===== src/rtl/uart_rx_block_ctrl.sv =====
// Packs UART receive bytes into 128-bit AES blocks with keep/last marking,
// flushing partial blocks on line idle or timeout and discarding errored messages.
module uart_rx_block_ctrl #(
  parameter int unsigned TIMEOUT_CYCLES = 32'd0
) (
  input  logic         Clk,
  input  logic         Rst_n,
  input  logic         En,
  input  logic         drop_on_error,
  input  logic [7:0]   s_tdata,
  input  logic         s_tvalid,
  output logic         s_tready,
  input  logic         rx_idle,
  input  logic         rx_frame_error,
  input  logic         rx_parity_error,
  input  logic         rx_overrun_error,
  output logic [127:0] m_tdata,
  output logic [15:0]  m_tkeep,
  output logic         m_tlast,
  output logic         m_tvalid,
  input  logic         m_tready,
  output logic         drop_pulse,
  output logic [7:0]   drop_cnt,
  output logic [7:0]   err_cnt
);

  typedef enum logic [1:0] {
    EMPTY   = 2'd0,
    FILL    = 2'd1,
    OUT     = 2'd2,
    DISCARD = 2'd3
  } state_e;

  state_e       state_q;
  logic [4:0]   cnt_q, cnt_d;
  logic [127:0] buf_q, buf_d;
  logic         msg_open_q;
  logic         err_flag_q;
  logic [31:0]  tmr_q;
  logic [127:0] m_tdata_q;
  logic [15:0]  m_tkeep_q;
  logic         m_tlast_q;
  logic         m_tvalid_q;
  logic         drop_pulse_q;
  logic [7:0]   drop_cnt_q;
  logic [7:0]   err_cnt_q;

  logic         byte_acc_s;
  logic         err_any_s;
  logic         err_set_s;
  logic         tmo_s;
  logic         flush_s;

  assign s_tready   = En & (state_q != OUT);
  assign m_tdata    = m_tdata_q;
  assign m_tkeep    = m_tkeep_q;
  assign m_tlast    = m_tlast_q;
  assign m_tvalid   = m_tvalid_q;
  assign drop_pulse = drop_pulse_q;
  assign drop_cnt   = drop_cnt_q;
  assign err_cnt    = err_cnt_q;

  // Event decode and the buffer/count as they would look after this cycle's byte.
  always_comb begin
    byte_acc_s = s_tvalid & s_tready;
    err_any_s  = rx_frame_error | rx_parity_error | rx_overrun_error;
    err_set_s  = err_any_s & drop_on_error;
    if (TIMEOUT_CYCLES != 32'd0) begin
      tmo_s = (state_q == FILL) && (cnt_q != 5'd0) && (tmr_q == TIMEOUT_CYCLES - 32'd1);
    end else begin
      tmo_s = 1'b0;
    end
    flush_s = rx_idle | tmo_s;
    if (byte_acc_s) begin
      // The buffer is zero beyond cnt, so OR-ing in the shifted byte both places it and pads.
      buf_d = buf_q | ({s_tdata, 120'd0} >> {cnt_q, 3'b000});
      cnt_d = cnt_q + 5'd1;
    end else begin
      buf_d = buf_q;
      cnt_d = cnt_q;
    end
  end

  // Block sequencing FSM with registered stream outputs and counters.
  always_ff @(posedge Clk or negedge Rst_n) begin
    if (!Rst_n) begin
      state_q      <= EMPTY;
      cnt_q        <= 5'd0;
      buf_q        <= 128'd0;
      msg_open_q   <= 1'b0;
      err_flag_q   <= 1'b0;
      tmr_q        <= 32'd0;
      m_tdata_q    <= 128'd0;
      m_tkeep_q    <= 16'd0;
      m_tlast_q    <= 1'b0;
      m_tvalid_q   <= 1'b0;
      drop_pulse_q <= 1'b0;
      drop_cnt_q   <= 8'd0;
      err_cnt_q    <= 8'd0;
    end else begin
      drop_pulse_q <= 1'b0;
      if (err_any_s && (err_cnt_q != 8'hFF)) begin
        err_cnt_q <= err_cnt_q + 8'd1;
      end
      if (!En) begin
        state_q    <= EMPTY;
        cnt_q      <= 5'd0;
        buf_q      <= 128'd0;
        msg_open_q <= 1'b0;
        err_flag_q <= 1'b0;
        tmr_q      <= 32'd0;
        m_tvalid_q <= 1'b0;
      end else begin
        if (err_set_s) begin
          err_flag_q <= 1'b1;
        end
        if (byte_acc_s) begin
          tmr_q <= 32'd0;
        end else if ((state_q == FILL) && (cnt_q != 5'd0)) begin
          tmr_q <= tmr_q + 32'd1;
        end else begin
          tmr_q <= 32'd0;
        end
        case (state_q)
          EMPTY, FILL: begin
            if (err_flag_q || err_set_s) begin
              state_q <= DISCARD;
              cnt_q   <= 5'd0;
              buf_q   <= 128'd0;
            end else if (cnt_d == 5'd16) begin
              state_q    <= OUT;
              m_tvalid_q <= 1'b1;
              m_tdata_q  <= buf_d;
              m_tkeep_q  <= 16'hFFFF;
              m_tlast_q  <= flush_s;
              msg_open_q <= 1'b1;
              cnt_q      <= 5'd0;
              buf_q      <= 128'd0;
            end else if (flush_s && (cnt_d != 5'd0)) begin
              state_q    <= OUT;
              m_tvalid_q <= 1'b1;
              m_tdata_q  <= buf_d;
              m_tkeep_q  <= ~(16'hFFFF >> cnt_d);
              m_tlast_q  <= 1'b1;
              msg_open_q <= 1'b1;
              cnt_q      <= 5'd0;
              buf_q      <= 128'd0;
            end else if (flush_s && msg_open_q) begin
              // Message ended exactly on a block boundary: close it with an empty block.
              state_q    <= OUT;
              m_tvalid_q <= 1'b1;
              m_tdata_q  <= 128'd0;
              m_tkeep_q  <= 16'd0;
              m_tlast_q  <= 1'b1;
            end else begin
              cnt_q   <= cnt_d;
              buf_q   <= buf_d;
              state_q <= ((cnt_d != 5'd0) || msg_open_q) ? FILL : EMPTY;
            end
          end
          OUT: begin
            if (m_tready) begin
              m_tvalid_q <= 1'b0;
              if (m_tlast_q) begin
                msg_open_q <= 1'b0;
                state_q    <= EMPTY;
              end else if (err_flag_q || err_set_s) begin
                state_q <= DISCARD;
              end else begin
                state_q <= FILL;
              end
            end
          end
          DISCARD: begin
            if (rx_idle) begin
              drop_pulse_q <= 1'b1;
              if (drop_cnt_q != 8'hFF) begin
                drop_cnt_q <= drop_cnt_q + 8'd1;
              end
              err_flag_q <= err_set_s;
              msg_open_q <= 1'b0;
              state_q    <= EMPTY;
            end
          end
          default: begin
            state_q <= EMPTY;
          end
        endcase
      end
    end
  end

endmodule

===== config.mk =====
export PLATFORM = sky130hd
export DESIGN_NAME = uart_rx_block_ctrl
export DESIGN_NICKNAME = d
export VERILOG_FILES = /design/src/rtl/uart_rx_block_ctrl.sv
export SDC_FILE = /design/constraint.sdc
export NUM_CORES = 1
export LEC_CHECK = 0
export ABC_AREA = 0
export CELL_PAD_IN_SITES_DETAIL_PLACEMENT = 2
export CELL_PAD_IN_SITES_GLOBAL_PLACEMENT = 2
export CORE_MARGIN = 3
export CORE_UTILIZATION = 30
export DETAILED_ROUTE_END_ITERATION = 16
export PLACE_DENSITY = 0.65
export SLEW_MARGIN = 20
export SYNTH_ARGS = -nofsm -noshare
export SYNTH_HDL_FRONTEND = slang
export SYNTH_SLANG_ARGS = --single-unit

===== constraint.sdc =====
create_clock -name Clk -period 7.7 [get_ports Clk]
set_clock_uncertainty 0.1 [all_clocks]
set_input_delay 1.155 -clock Clk [delete_from_list [all_inputs] [get_ports Clk]]
set_output_delay 1.155 -clock Clk [all_outputs]
set_load 0.02 [all_outputs]

; ---- Word-level counts from Yosys, hierarchy flattened
; Cells that the tools add are included.
[totals]
regBits = 300
output_inout_bits = 164
elab_cells = 110
in_bits = 18
[classes]
n_eq_ne = 16
mux = 54
shift = 2
n_reduce_logical = 15
n_bitwise = 8
addsub = 3
[ops]
columns = op, count
row1 = $mux W128, 10
row2 = $or A128 B128 Y128, 1
row3 = $shr A128 B8 Y128, 1
row4 = $mux W16, 3
row5 = $mux W5, 7
row6 = $mux W1, 22
row7 = $mux W2, 9
row8 = $add A8 B1 Y8 const B, 2
row9 = $ne A8 B8 Y1 const B, 2
row10 = $not A16 Y16, 1
row11 = $shr A16 B5 Y16 const A, 1
row12 = $ne A3 B3 Y1 const B, 4
row13 = $reduce_and A4 Y1, 3
row14 = $ne A5 B5 Y1 const B, 2
row15 = $pmux W2 S3, 1
row16 = $add A5 B1 Y5 const B, 1
row17 = $eq A5 B5 Y1 const B, 1
row18 = $reduce_and A5 Y1, 1
row19 = $reduce_bool A5 Y1, 1
row20 = $eq A2 B2 Y1 const B, 2
row21 = $ne A4 B4 Y1 const B, 1
row22 = $reduce_and A2 Y1, 2
row23 = $and A1 B1 Y1, 3
row24 = $logic_and A1 B1 Y1, 3
row25 = 12 further kinds, 14

; ---- Logic depth before layout (Yosys ltp)
[logic_depth]
ltp_word = 13
depth_mapped = 11
mapped_depth_nobuf = 7

; ---- Worst setup path after synthesis
; Ideal clock, no wire load.
[synth_path]
path_kind = input to register
from = input En
to = register m_tdata_q[117], in the netlist m_tdata[117]
setup_ns = 0.129
path_stages = 10
arrival_ns = 2.930
n_path_buf = 4
t_required_ns = 7.471
setup_slack_ns = 4.541
path_cell_list = and2_1 buf_2 a211o_1 and3_1 buf_2 nor3_2 o21ai_4 buf_6 buf_6 o2bb2ai_2
[synth_via]
elab_chain_cells = 7
elab_cells_between_ends = 11
classes_between = eq/ne (1) / mux (4) / bitwise (2) / reduce/logical (4)
[synth_lines]
columns = item, line_no
row1 = start: declaration, 8  ; input logic En,
row2 = $and A1 B1 Y1, 54  ; assign s_tready = En & (state_q != OUT);
row3 = $and A1 B1 Y1, 65  ; byte_acc_s = s_tvalid & s_tready;
row4 = $mux W5, 74  ; if (byte_acc_s) begin
row5 = $reduce_bool A5 Y1, 139  ; end else if (flush_s && (cnt_d != 5'd0)) begin
row6 = $logic_and A1 B1 Y1, 139
row7 = $reduce_bool A3 Y1 (no line) or $mux W128 (tied branches), n/a
row8 = $reduce_and A4 Y1 (no line) or $mux W128 (tied branches), n/a
row9 = end signal: assignment, 133  ; m_tdata_q <= buf_d;
row10 = end signal: assignment, 142  ; m_tdata_q <= buf_d;
row11 = end: declaration, 40  ; logic [127:0] m_tdata_q;
; Several ways; a longest one is shown, not always the timed one.
; A chain may end at the register's enable or synchronous reset.

; ---- Worst setup path after layout
[layout_path]
from = input En
to = register m_tdata_q[92], in the netlist m_tdata[92]
; The elaborated chain is that of the path after synthesis.

==> out/metrics.cfg <==
[status]
status = finished, final reports clean

[sta]
relSlewSlack_pct = 20.7
fin_crit_sh_pct = 58.1
finalSetupViolations = 0
rsz0062_at_grt = no
fmax_mhz = 224
tightestPinTransition_ps = 1190
tns_ps = 0
hold_violations = 0
post-route-min-period_ps = 4470
slew_violations = 0

[worst_setup_path]
worstSetupEndpointType = flip-flop
cp.required_ps = 8040
crit_type = input pin to flip-flop
path_common_cell = buf_4
crit_chain = clkdlybuf4s50_1 -> nand2_1 -> nor2_1 -> a31oi_1 -> o31a_1 -> o21ai_4 -> buf_4 -> buf_4 -> o2bb2ai_1
max_stage_delay_ps = 710
critPathBufInv = 3
path_max_fanout = 67
arrival_ps = 4810
crit_slowest_cell = buf_4
critical-path-top-delay-family = buffers and inverters
startpoint_type = input pin

[placement]
globalplace.congestion = 0.773
hpwl_mm = 29.0
placed_cell_area_um2 = 14800
port_buffers = 181
dp_cells = 1790

[logic_synthesis]
synth_edf_count = 0
yosysUniqueCellTypes = 58
ys_ff_latch = 300
netlist.area_leader.share_pct = 59.2
synth-main-ff-cell = dfrtp_1
synth-seq-area-share_pct = 59.2
async_reset_ff_share_pct = 100
postSynthCellCount = 1176
syn-num-nets = 1197
synth.area.top_cells = dfrtp_1 59%, o2bb2ai_1 8.7%, a21oi_1 8.4%, nor2_1 4.4%, a31oi_1 2.5%
synth_top_area_cell = dfrtp_1
netlist_area_um2 = 12700
syn_area_per_cell_um2 = 10.8
yosysWarnings = 0

[pwr]
powerDensity_nw_per_um2 = 246
vdd_drop_max_mv = 0.131
p_leak_nw = 6.46

[drt]
first_pass_iters = 4
wl_per_cell_um = 25.0
remaining_drc_errors = 0
drt_wl_total_mm = 46.3
vias_per_cell = 5.38
final_antenna_net_count = 0
drtIter0Drc = 779
dr_total_vias = 9976

[floorplanning]
io_pins = 182
coreArea_um2 = 41300
die_height_um = 212
start_util_pct = 30.7
die_w_um = 212
dieArea_um2 = 44800
core.rowCount = 74

[job]
maxCapViolCount = 0

[cts]
ctsRootBufferMaster = clkbuf_16
max-clock-path-buffers = 3
cts_max_level = 2
postCtsResizedCells = 0
cts_made_buffers = 36
clkTransAtPathRegs_ps = 60
clock_latency_ps = 530
tritoncts = built
post_cts_buffers = 0
cts.sinks = 300
holdBufCountCts = 0

[finish]
final_cell_mix = 300 x dfrtp_1, 214 x a21oi_1, 180 x clkdlybuf4s50_1, 144 x nor2_1, 126 x o2bb2ai_1
final_nets = 1317
final_core_util_pct = 38.7
drive_above_1_share_pct = 8.33
antenna_cells = 0
final_cells = 1853
syn_to_final_growth_pct = 25.9
final_common_cell = dfrtp_1
final_area_um2 = 16000

[global_route]
antenna_found_initial = 0
grt_first_pass_wirelength_mm = 70.5
grt_use_total_pct = 20.7
grt_max_degree = 167
gr-total-overflow = 0
grt_pass1_vias = 10700

[worst_hold_path]
hp-class = flip-flop to flip-flop

==> registers in the layout, summed over array words and instances (netlist names), 2 cells and up <==
register,flops
buf_q,128
m_tdata,128
m_tkeep,16
drop_cnt,8
err_cnt,8
cnt_q,5
state_q,2
==> power breakdown <==
part	switching [W]	internal, W	total, W	leakage (nW)
Sequential	0.0000677	0.00164	0.00171	4.15
Combinational	0.000316	0.000197	0.000512	1.74
Clock	0.000692	0.00101	0.00170	0.573
Total	0.00107	0.00285	0.00392	6.46
==> cell usage after synthesis (all sizes together) (10+ instances only) <==
cell type  count
a21oi        214
buf           57
inv           10
o2bb2ai      136
nand3         14
nor3          14
and2          28
xnor2         14
clkbuf        66
nor2         148
dfrtp        300
nor2b         11
a31oi         51
nand2         23
==> worst reg2reg max path, stage by stage (launching register included) <==
cell and delay, ps:
dfrtp_1 910, ha_1 540, and3_1 250, and4_1 260, or2_1 320, nor4_2 150
nor3_2 180, buf_4 510, buf_4 820, nor2_1 160
==> metrics by stage <==
stage                     hold WS [ps]  total power (W)  setup WS (ps)
after floorplan                    363          0.00201           4540
after global placement             373          0.00225           2700
after detailed placement           372          0.00226           2680
after CTS                          390          0.00398           3210
after global routing               405          0.00409           2890
final                              385          0.00392           3230
==> final timing paths <==
check	start	endpoint	slack (ps)	depth (start not counted)
max	En	m_tdata[92]	3230	9
min	m_tdata[4]	m_tdata[4]	380	1
max reg2reg	cnt_q[0]	buf_q[47]	3350	9
min reg2reg	m_tdata[4]	m_tdata[4]	380	1
max in group asynchronous	Rst_n	m_tdata[89]	5540	2
min in group asynchronous	Rst_n	m_tdata[10]	510	1
==> area by class of cell <==
class                           instances  area, um2
Clock inverter                          6       90.1
Clock buffer                           57       1090
Fill cell                            4338      25300
Timing Repair Buffer                  205       2010
Sequential cell                       300       7510
Multi-Input combinational cell        743       4570
Inverter                               10       37.5
Tap cell                              532        666
==> logic make-up after synthesis <==
kind of cell | after synthesis | share of synthesized area [%]
flops | 300 | 59.2
fa+ha+maj | 3 | 0.296
mux | 7 | 0.582
simple gates | 267 | 9.69
buf+inv | 133 | 5.16
xor+xnor | 19 | 1.31
compound gates | 447 | 23.7
==> per-layer routing <==
metal	wire, um	GRT usage [%]	part of all wire, %
met4	661	4.00	1.4
met2	22000	33.6	48
met1	21900	30.1	47
met3	1770	2.80	3.8
met5	0	0	0
(Power assumes the default switching activity.)
